`config.mk`:
```
export PLATFORM = sky130hd
export DESIGN_NAME = cl_mem_axi_master
export DESIGN_NICKNAME = d
export VERILOG_FILES = /design/src/rtl/cl_mem_axi_pkg.sv /design/src/rtl/cl_mem_axi_wdog.sv /design/src/rtl/cl_mem_axi_master.sv
export SDC_FILE = /design/constraint.sdc
export NUM_CORES = 1
export LEC_CHECK = 0
export ABC_AREA = 1
export ABC_CLOCK_PERIOD_IN_PS = 4500
export BUFFER_PORTS_ARGS = -buffer_cell sky130_fd_sc_hd__clkbuf_2
export CAP_MARGIN = 20
export CORE_AREA = 2 2 215 217
export DETAILED_ROUTE_END_ITERATION = 10
export DIE_AREA = 0 0 217 219
export GPL_TIMING_DRIVEN = 0
export RECOVER_POWER = 50
export SYNTH_ARGS = -nofsm -noshare
export SYNTH_HDL_FRONTEND = slang
export SYNTH_SLANG_ARGS = --single-unit
export TNS_END_PERCENT = 1
```
`constraint.sdc`:
```
create_clock -name clk -period 4.5 [get_ports clk]
set_input_delay 0.225 -clock clk [delete_from_list [all_inputs] [get_ports clk]]
set_output_delay 0.225 -clock clk [all_outputs]
set_load 0.01 [all_outputs]
```
`src/rtl/cl_mem_axi_pkg.sv`:
```
// Shared types and constants for the single-outstanding memory AXI initiator.
package cl_mem_axi_pkg;

  typedef enum logic [2:0] {
    IDLE    = 3'd0,
    WR_REQ  = 3'd1,
    WR_RESP = 3'd2,
    RD_ADDR = 3'd3,
    RD_DATA = 3'd4,
    RSP     = 3'd5
  } mem_axi_mst_state_e;

  localparam logic [1:0] AXI_RESP_OKAY   = 2'b00;
  localparam logic [1:0] AXI_RESP_SLVERR = 2'b10;

  localparam int MEM_AXI_WDOG_W = 16;

  // The bus is 64 bits wide, so every beat address is forced onto an 8-byte boundary.
  function automatic logic [63:0] align8(input logic [63:0] addr);
    return addr & ~64'h7;
  endfunction

endpackage

```
`src/rtl/cl_mem_axi_wdog.sv`:
```
// Per-transaction cycle watchdog: clearable saturating counter plus a sticky
// timeout flag that only reset can clear.
module cl_mem_axi_wdog
  import cl_mem_axi_pkg::*;
#(
  parameter int TIMEOUT = 1024
) (
  input  logic clk,
  input  logic rstn,
  input  logic clr,
  input  logic en,
  output logic err_timeout
);

  localparam logic [MEM_AXI_WDOG_W-1:0] LIMIT = MEM_AXI_WDOG_W'(TIMEOUT);

  logic [MEM_AXI_WDOG_W-1:0] cnt;

  // A TIMEOUT of 0 disables the flag; the counter still runs but is never compared.
  always_ff @(posedge clk or negedge rstn) begin
    if (!rstn) begin
      cnt         <= '0;
      err_timeout <= 1'b0;
    end else begin
      if (clr) begin
        cnt <= '0;
      end else if (en && (cnt != '1)) begin
        cnt <= cnt + 1'b1;
      end
      if ((TIMEOUT != 0) && (cnt == LIMIT)) begin
        err_timeout <= 1'b1;
      end
    end
  end

endmodule

```
`src/rtl/cl_mem_axi_master.sv`:
```
// Command-driven initiator: turns one valid/ready command into a single-beat
// AXI write (AW+W, then B) or read (AR, then R) and returns a response.
module cl_mem_axi_master
  import cl_mem_axi_pkg::*;
#(
  parameter int TIMEOUT = 1024
) (
  input  logic        clk,
  input  logic        rstn,

  input  logic        cmd_valid,
  output logic        cmd_ready,
  input  logic        cmd_write,
  input  logic [63:0] cmd_addr,
  input  logic [63:0] cmd_wdata,
  input  logic [7:0]  cmd_wstrb,

  output logic        rsp_valid,
  input  logic        rsp_ready,
  output logic        rsp_write,
  output logic [63:0] rsp_rdata,
  output logic [1:0]  rsp_resp,

  output logic        mem_axi_awvalid,
  input  logic        mem_axi_awready,
  output logic [63:0] mem_axi_awaddr,
  output logic        mem_axi_wvalid,
  input  logic        mem_axi_wready,
  output logic [63:0] mem_axi_wdata,
  output logic [7:0]  mem_axi_wstrb,
  input  logic        mem_axi_bvalid,
  output logic        mem_axi_bready,
  input  logic [1:0]  mem_axi_bresp,
  output logic        mem_axi_arvalid,
  input  logic        mem_axi_arready,
  output logic [63:0] mem_axi_araddr,
  input  logic        mem_axi_rvalid,
  output logic        mem_axi_rready,
  input  logic [1:0]  mem_axi_rresp,
  input  logic [63:0] mem_axi_rdata,

  output logic [31:0] wr_count,
  output logic [31:0] rd_count,
  output logic        err_timeout
);

  mem_axi_mst_state_e state;

  logic cmd_fire;
  logic aw_done;
  logic w_done;
  logic wdog_en;

  assign cmd_ready = (state == IDLE);
  assign cmd_fire  = cmd_valid && cmd_ready;

  // A channel counts as done if its valid already dropped or it handshakes this cycle.
  assign aw_done = !mem_axi_awvalid || mem_axi_awready;
  assign w_done  = !mem_axi_wvalid  || mem_axi_wready;

  assign wdog_en = (state == WR_REQ) || (state == WR_RESP) ||
                   (state == RD_ADDR) || (state == RD_DATA);

  always_ff @(posedge clk or negedge rstn) begin
    if (!rstn) begin
      state           <= IDLE;
      mem_axi_awvalid <= 1'b0;
      mem_axi_awaddr  <= '0;
      mem_axi_wvalid  <= 1'b0;
      mem_axi_wdata   <= '0;
      mem_axi_wstrb   <= '0;
      mem_axi_bready  <= 1'b0;
      mem_axi_arvalid <= 1'b0;
      mem_axi_araddr  <= '0;
      mem_axi_rready  <= 1'b0;
      rsp_valid       <= 1'b0;
      rsp_write       <= 1'b0;
      rsp_rdata       <= '0;
      rsp_resp        <= '0;
      wr_count        <= '0;
      rd_count        <= '0;
    end else begin
      case (state)
        IDLE: begin
          if (cmd_fire) begin
            mem_axi_awaddr <= align8(cmd_addr);
            mem_axi_araddr <= align8(cmd_addr);
            mem_axi_wdata  <= cmd_wdata;
            mem_axi_wstrb  <= cmd_wstrb;
            if (cmd_write) begin
              mem_axi_awvalid <= 1'b1;
              mem_axi_wvalid  <= 1'b1;
              state           <= WR_REQ;
            end else begin
              mem_axi_arvalid <= 1'b1;
              state           <= RD_ADDR;
            end
          end
        end

        WR_REQ: begin
          if (mem_axi_awready) begin
            mem_axi_awvalid <= 1'b0;
          end
          if (mem_axi_wready) begin
            mem_axi_wvalid <= 1'b0;
          end
          if (aw_done && w_done) begin
            mem_axi_bready <= 1'b1;
            state          <= WR_RESP;
          end
        end

        WR_RESP: begin
          if (mem_axi_bvalid) begin
            mem_axi_bready <= 1'b0;
            rsp_valid      <= 1'b1;
            rsp_write      <= 1'b1;
            rsp_rdata      <= '0;
            rsp_resp       <= mem_axi_bresp;
            wr_count       <= wr_count + 32'd1;
            state          <= RSP;
          end
        end

        RD_ADDR: begin
          if (mem_axi_arready) begin
            mem_axi_arvalid <= 1'b0;
            mem_axi_rready  <= 1'b1;
            state           <= RD_DATA;
          end
        end

        RD_DATA: begin
          if (mem_axi_rvalid) begin
            mem_axi_rready <= 1'b0;
            rsp_valid      <= 1'b1;
            rsp_write      <= 1'b0;
            rsp_rdata      <= mem_axi_rdata;
            rsp_resp       <= mem_axi_rresp;
            rd_count       <= rd_count + 32'd1;
            state          <= RSP;
          end
        end

        RSP: begin
          if (rsp_ready) begin
            rsp_valid <= 1'b0;
            state     <= IDLE;
          end
        end

        default: state <= IDLE;
      endcase
    end
  end

  cl_mem_axi_wdog #(
    .TIMEOUT(TIMEOUT)
  ) u_wdog (
    .clk        (clk),
    .rstn       (rstn),
    .clr        (cmd_fire),
    .en         (wdog_en),
    .err_timeout(err_timeout)
  );

endmodule

```
# Word level (Yosys, flattened, before mapping)
# Cells that the tools add are included.
[word_totals]
regBits = 290
wordCells = 103
[classes]
add_sub_neg = 3
eq_ne = 17
n_mux = 37
reduce_logical = 29
[ops]
columns = ["operator", "count"]
rows = [
  ["$mux W64", 2],
  ["$pmux W64 S2", 1],
  ["$add A32 B1 Y32 const B", 2],
  ["$mux W16", 2],
  ["$mux W3", 6],
  ["$pmux W3 S6", 1],
  ["$add A16 B1 Y16 const B", 1],
  ["$eq A16 B11 Y1 const B", 1],
  ["$ne A16 B16 Y1 const B", 1],
  ["$reduce_and A4 Y1", 4],
  ["$mux W1", 14],
  ["$ne A2 B2 Y1 const B", 7],
  ["$pmux W1 S2", 6],
  ["$reduce_bool A2 Y1", 6],
  ["$reduce_and A3 Y1", 3],
  ["$eq A3 B2 Y1 const B", 2],
  ["$eq A3 B3 Y1 const B", 2],
  ["$mux W2", 3],
  ["$ne A2 B1 Y1 const B", 3],
  ["$reduce_and A2 Y1", 3],
  ["$reduce_and A6 Y1", 1],
  ["$logic_or A1 B1 Y1", 5],
  ["$pmux W2 S2", 1],
  ["$eq A3 B1 Y1 const B", 1],
  ["5 further kinds", 8],
]

# Logic depth before layout (Yosys ltp)
[depth]
word_depth = 7
ltp_mapped = 11
ltp_nobuf = 10

# Cells and area by module
# From an unflattened synthesis, not the netlist that was laid out.
[hier_totals]
hier_cells = 1648
area_unflattened_um2 = 13711.9
[by_module_without_submodules]
columns = ["module", "n_inst", "cells_each", "area_per_inst_um2"]
rows = [
  ["cl_mem_axi_master", 1, 1492, 12595.8],
  ["cl_mem_axi_wdog", 1, 156, 1116.1],
]

# Worst setup path after synthesis
# Ideal clock, no wire load.
[synth_path]
path_kind = "reg2reg"
startpoint = "register rd_count[0]"
endpoint = "register rd_count[16]"
t_arrival_ps = 1481
required_ps = 4378
slack_ps = 2897
path_stages_with_launch = 8
n_path_buf = 0
synth_period_minus_slack_ps = 1603
cell_sequence = "dfrtp_1 > ha_1 > nand3_1 > inv_1 > nand2_1 > nor3_2 > nand2_1 > xor2_1"
[synth_via]
elab_chain_len = 1
[synth_rtl]
columns = ["element", "line", "source"]
rows = [
  ["from (decl)", "cl_mem_axi_master.sv:43", "output logic [31:0] rd_count,"],
  ["from (signal assigned)", "cl_mem_axi_master.sv:141", "rd_count <= rd_count + 32'd1;"],
  ["$add A32 B1 Y32", "cl_mem_axi_master.sv:141", ""],
]
# Every way passes these cells.
# A chain may end at the register's enable or synchronous reset.

==> flow_metrics.tcl <==
set metrics [dict create \
    required_ps 5100 \
    failed_checks "max-capacitance violations, max-slew violations" \
    layout_commonest_cell "nand2_1" \
    relSlewSlack -0.4179 \
    die_h_um 219 \
    antenna_found_initial 6 \
    gp_congestion 0.8899 \
    nNetsFinal 2608 \
    grt.total_usage 0.2022 \
    stdcell_count 3016 \
    grt_max_degree 112 \
    cts_num_sinks 290 \
    worstHoldStart "mem_axi_rresp[0]" \
    first_pass_iters 5 \
    synth_area_sq_um 13260 \
    synth_cell_types 33 \
    cts_setup_buffers 0 \
    syn_avg_cell_area_sq_um 8.285 \
    fin_area_sq_um 19660 \
    start_kind "input pin" \
    seq_area_frac_synth 0.5475 \
    ys_warn_count 0 \
    end_kind "asynchronous set/reset pin" \
    critPathLaunch "rstn" \
    postCtsResizedCells 0 \
    skew_ps 12.31 \
    post-route-period-util 0.5928 \
    cts_buffers 35 \
    fin_tns_setup_ps 0 \
    powerDensity_nw_per_um2 606.3 \
    initial_core_util 0.2940 \
    worst_pin_slew_ps 2127 \
    worst_ir_drop_vdd_mv 0.3165 \
    holdBufCountCts 202 \
    maxSlewViolCount 36 \
    grt-ovfl-total 0 \
    utilization 0.4361 \
    dp.final_hpwl_um 36120 \
    setup.worst_path.class "input pin to asynchronous set/reset pin" \
    vias 13650 \
    root_buffer "clkbuf_16" \
    cts.path.max_buffers 3 \
    via_per_inst 4.525 \
    coreArea_sq_um 45090 \
    ios 553 \
    port_buffers 543 \
    clk_latency_ps 530 \
    p_leak_nw 10.17 \
    detail-route-antenna-nets 0 \
    async_flop_share 1.000 \
    wl_per_cell_um 16.44 \
    min_period_ps 2668 \
    syn_inst 1600 \
    dieArea_sq_um 47520 \
    drive_above_1_share 0.1828 \
    cts_tree "built" \
    drtIter0Drc 668 \
    run_status "complete, but fails checks" \
    fmax_ghz 0.3749 \
    ys_seq_elements 290 \
    wirelength_um 49590 \
    ys.flop_type "dfrtp_1" \
    grt_pass1_vias 13500 \
    synth_edf_count 0 \
    drc 0 \
    finalHoldViolCount 0 \
    hp-class "input pin to flip-flop" \
    clk_pin_slew_ps 60 \
    r2r_start "state[1]" \
    setup_viol 0 \
    cts_max_level 2 \
    rsz0062_at_grt "no" \
    rows 78 \
    layout_common_cells "nand2_1, clkbuf_1, dfrtp_1" \
    area_growth_pct 48.33 \
    drv_cap 1 \
    critical_path_arrival_ps 3270 \
    placed_cells 2751 \
    cp_max_fo 111 \
    grt_pass1_wl_um 75040 \
    die_w_um 217 \
    placed_cell_area_sq_um 16830 \
]
-- synth_stat cells (4+ instances only) --
master | count | area share
buf_2 | 33 | 0.012
buf_4 | 69 | 0.039
buf_6 | 4 | 0.0034
clkbuf_1 | 24 | 0.0068
dfrtp_1 | 290 | 0.55
ha_1 | 4 | 0.0038
inv_1 | 89 | 0.025
nand2_1 | 655 | 0.19
nand3_1 | 138 | 0.052
nand3b_1 | 5 | 0.0028
nand4_1 | 26 | 0.012
nor2_1 | 83 | 0.024
nor3_1 | 16 | 0.0060
o21ai_0 | 76 | 0.029
o21ai_1 | 8 | 0.0030
xnor2_1 | 23 | 0.015
xor2_1 | 27 | 0.018
-- worst paths after layout --
kind,end,slack [ps],cells past startpoint
max,mem_axi_awaddr[45],1830,4
min,rsp_resp[0],30,4
max reg2reg,mem_axi_awaddr[61],2110,8
min reg2reg,mem_axi_wdata[49],470,2
max in group clk,mem_axi_awaddr[61],2110,8
min in group asynchronous,wr_count[20],840,2
-- logic make-up (layout without fill, tap and decap cells) --
logic type | count (synthesis) | after routing | synth area share
simple gates | 938 | 938 | 0.2907
compound gates | 93 | 93 | 0.03634
other cells | 1 | 9 | 0.0002829
fa+ha+maj | 4 | 4 | 0.003776
buf+inv | 224 | 1032 | 0.08835
xor+xnor | 50 | 50 | 0.03304
flops | 290 | 290 | 0.5475
-- power breakdown --
group	internal, W	switching (W)	total, W
combinational	0.00174	0.00299	0.00473
clock	0.00175	0.00112	0.00287
sequential	0.00359	0.000733	0.00432
total	0.00707	0.00485	0.0119
-- critical path, stage by stage --
cell	delay [ps]
dlygate4sd3_1	520
clkbuf_1	1500
buf_16	420
buf_16	430
-- sequential cells by signal, summed over array words and instances (netlist names), 2 cells and up --
name and cells:
mem_axi_awaddr 61, mem_axi_wdata 64, mem_axi_wstrb 8, rd_count 32
rsp_rdata 64, rsp_resp 2, state 3, u_wdog.cnt 16
wr_count 32
-- cell type report --
type	instances	area, sq um
Buffer	132	825.8
Antenna cell	3	7.507
Clock inverter	11	132.6
Timing Repair Buffer	748	4476
Tap cell	600	750.7
Multi-Input combinational cell	1091	4846
Fill cell	4582	25430
Sequential cell	290	7257
Inverter	92	345.3
Clock buffer	49	1021
-- metal layers --
| layer | vias to the layer above | routed length [um] | GRT usage |
|---|---|---|---|
| met2 | 547 | 24760 | 0.3540 |
| li1 | 6544 | - | - |
| met4 | 6 | 2084 | 0.09909 |
| met3 | 114 | 3631 | 0.04629 |
| met1 | 6435 | 19080 | 0.2328 |
| met5 | - | 40 | 0 |
-- stage by stage --
| step | total power (W) | worst slack (ps) | hold slack (ps) |
|---|---|---|---|
| 3_3_place_gp | 0.009062 | -3139 | 427.1 |
| 6_report | 0.01192 | 1832 | 28.71 |
| 3_5_place_dp | 0.009177 | 2030 | 157.7 |
| 5_1_grt | 0.01275 | 1356 | 86.03 |
| 2_1_floorplan | 0.006873 | 2897 | -70.59 |
| 4_1_cts | 0.01225 | 2008 | 13.00 |
(Power assumes the default switching activity.)
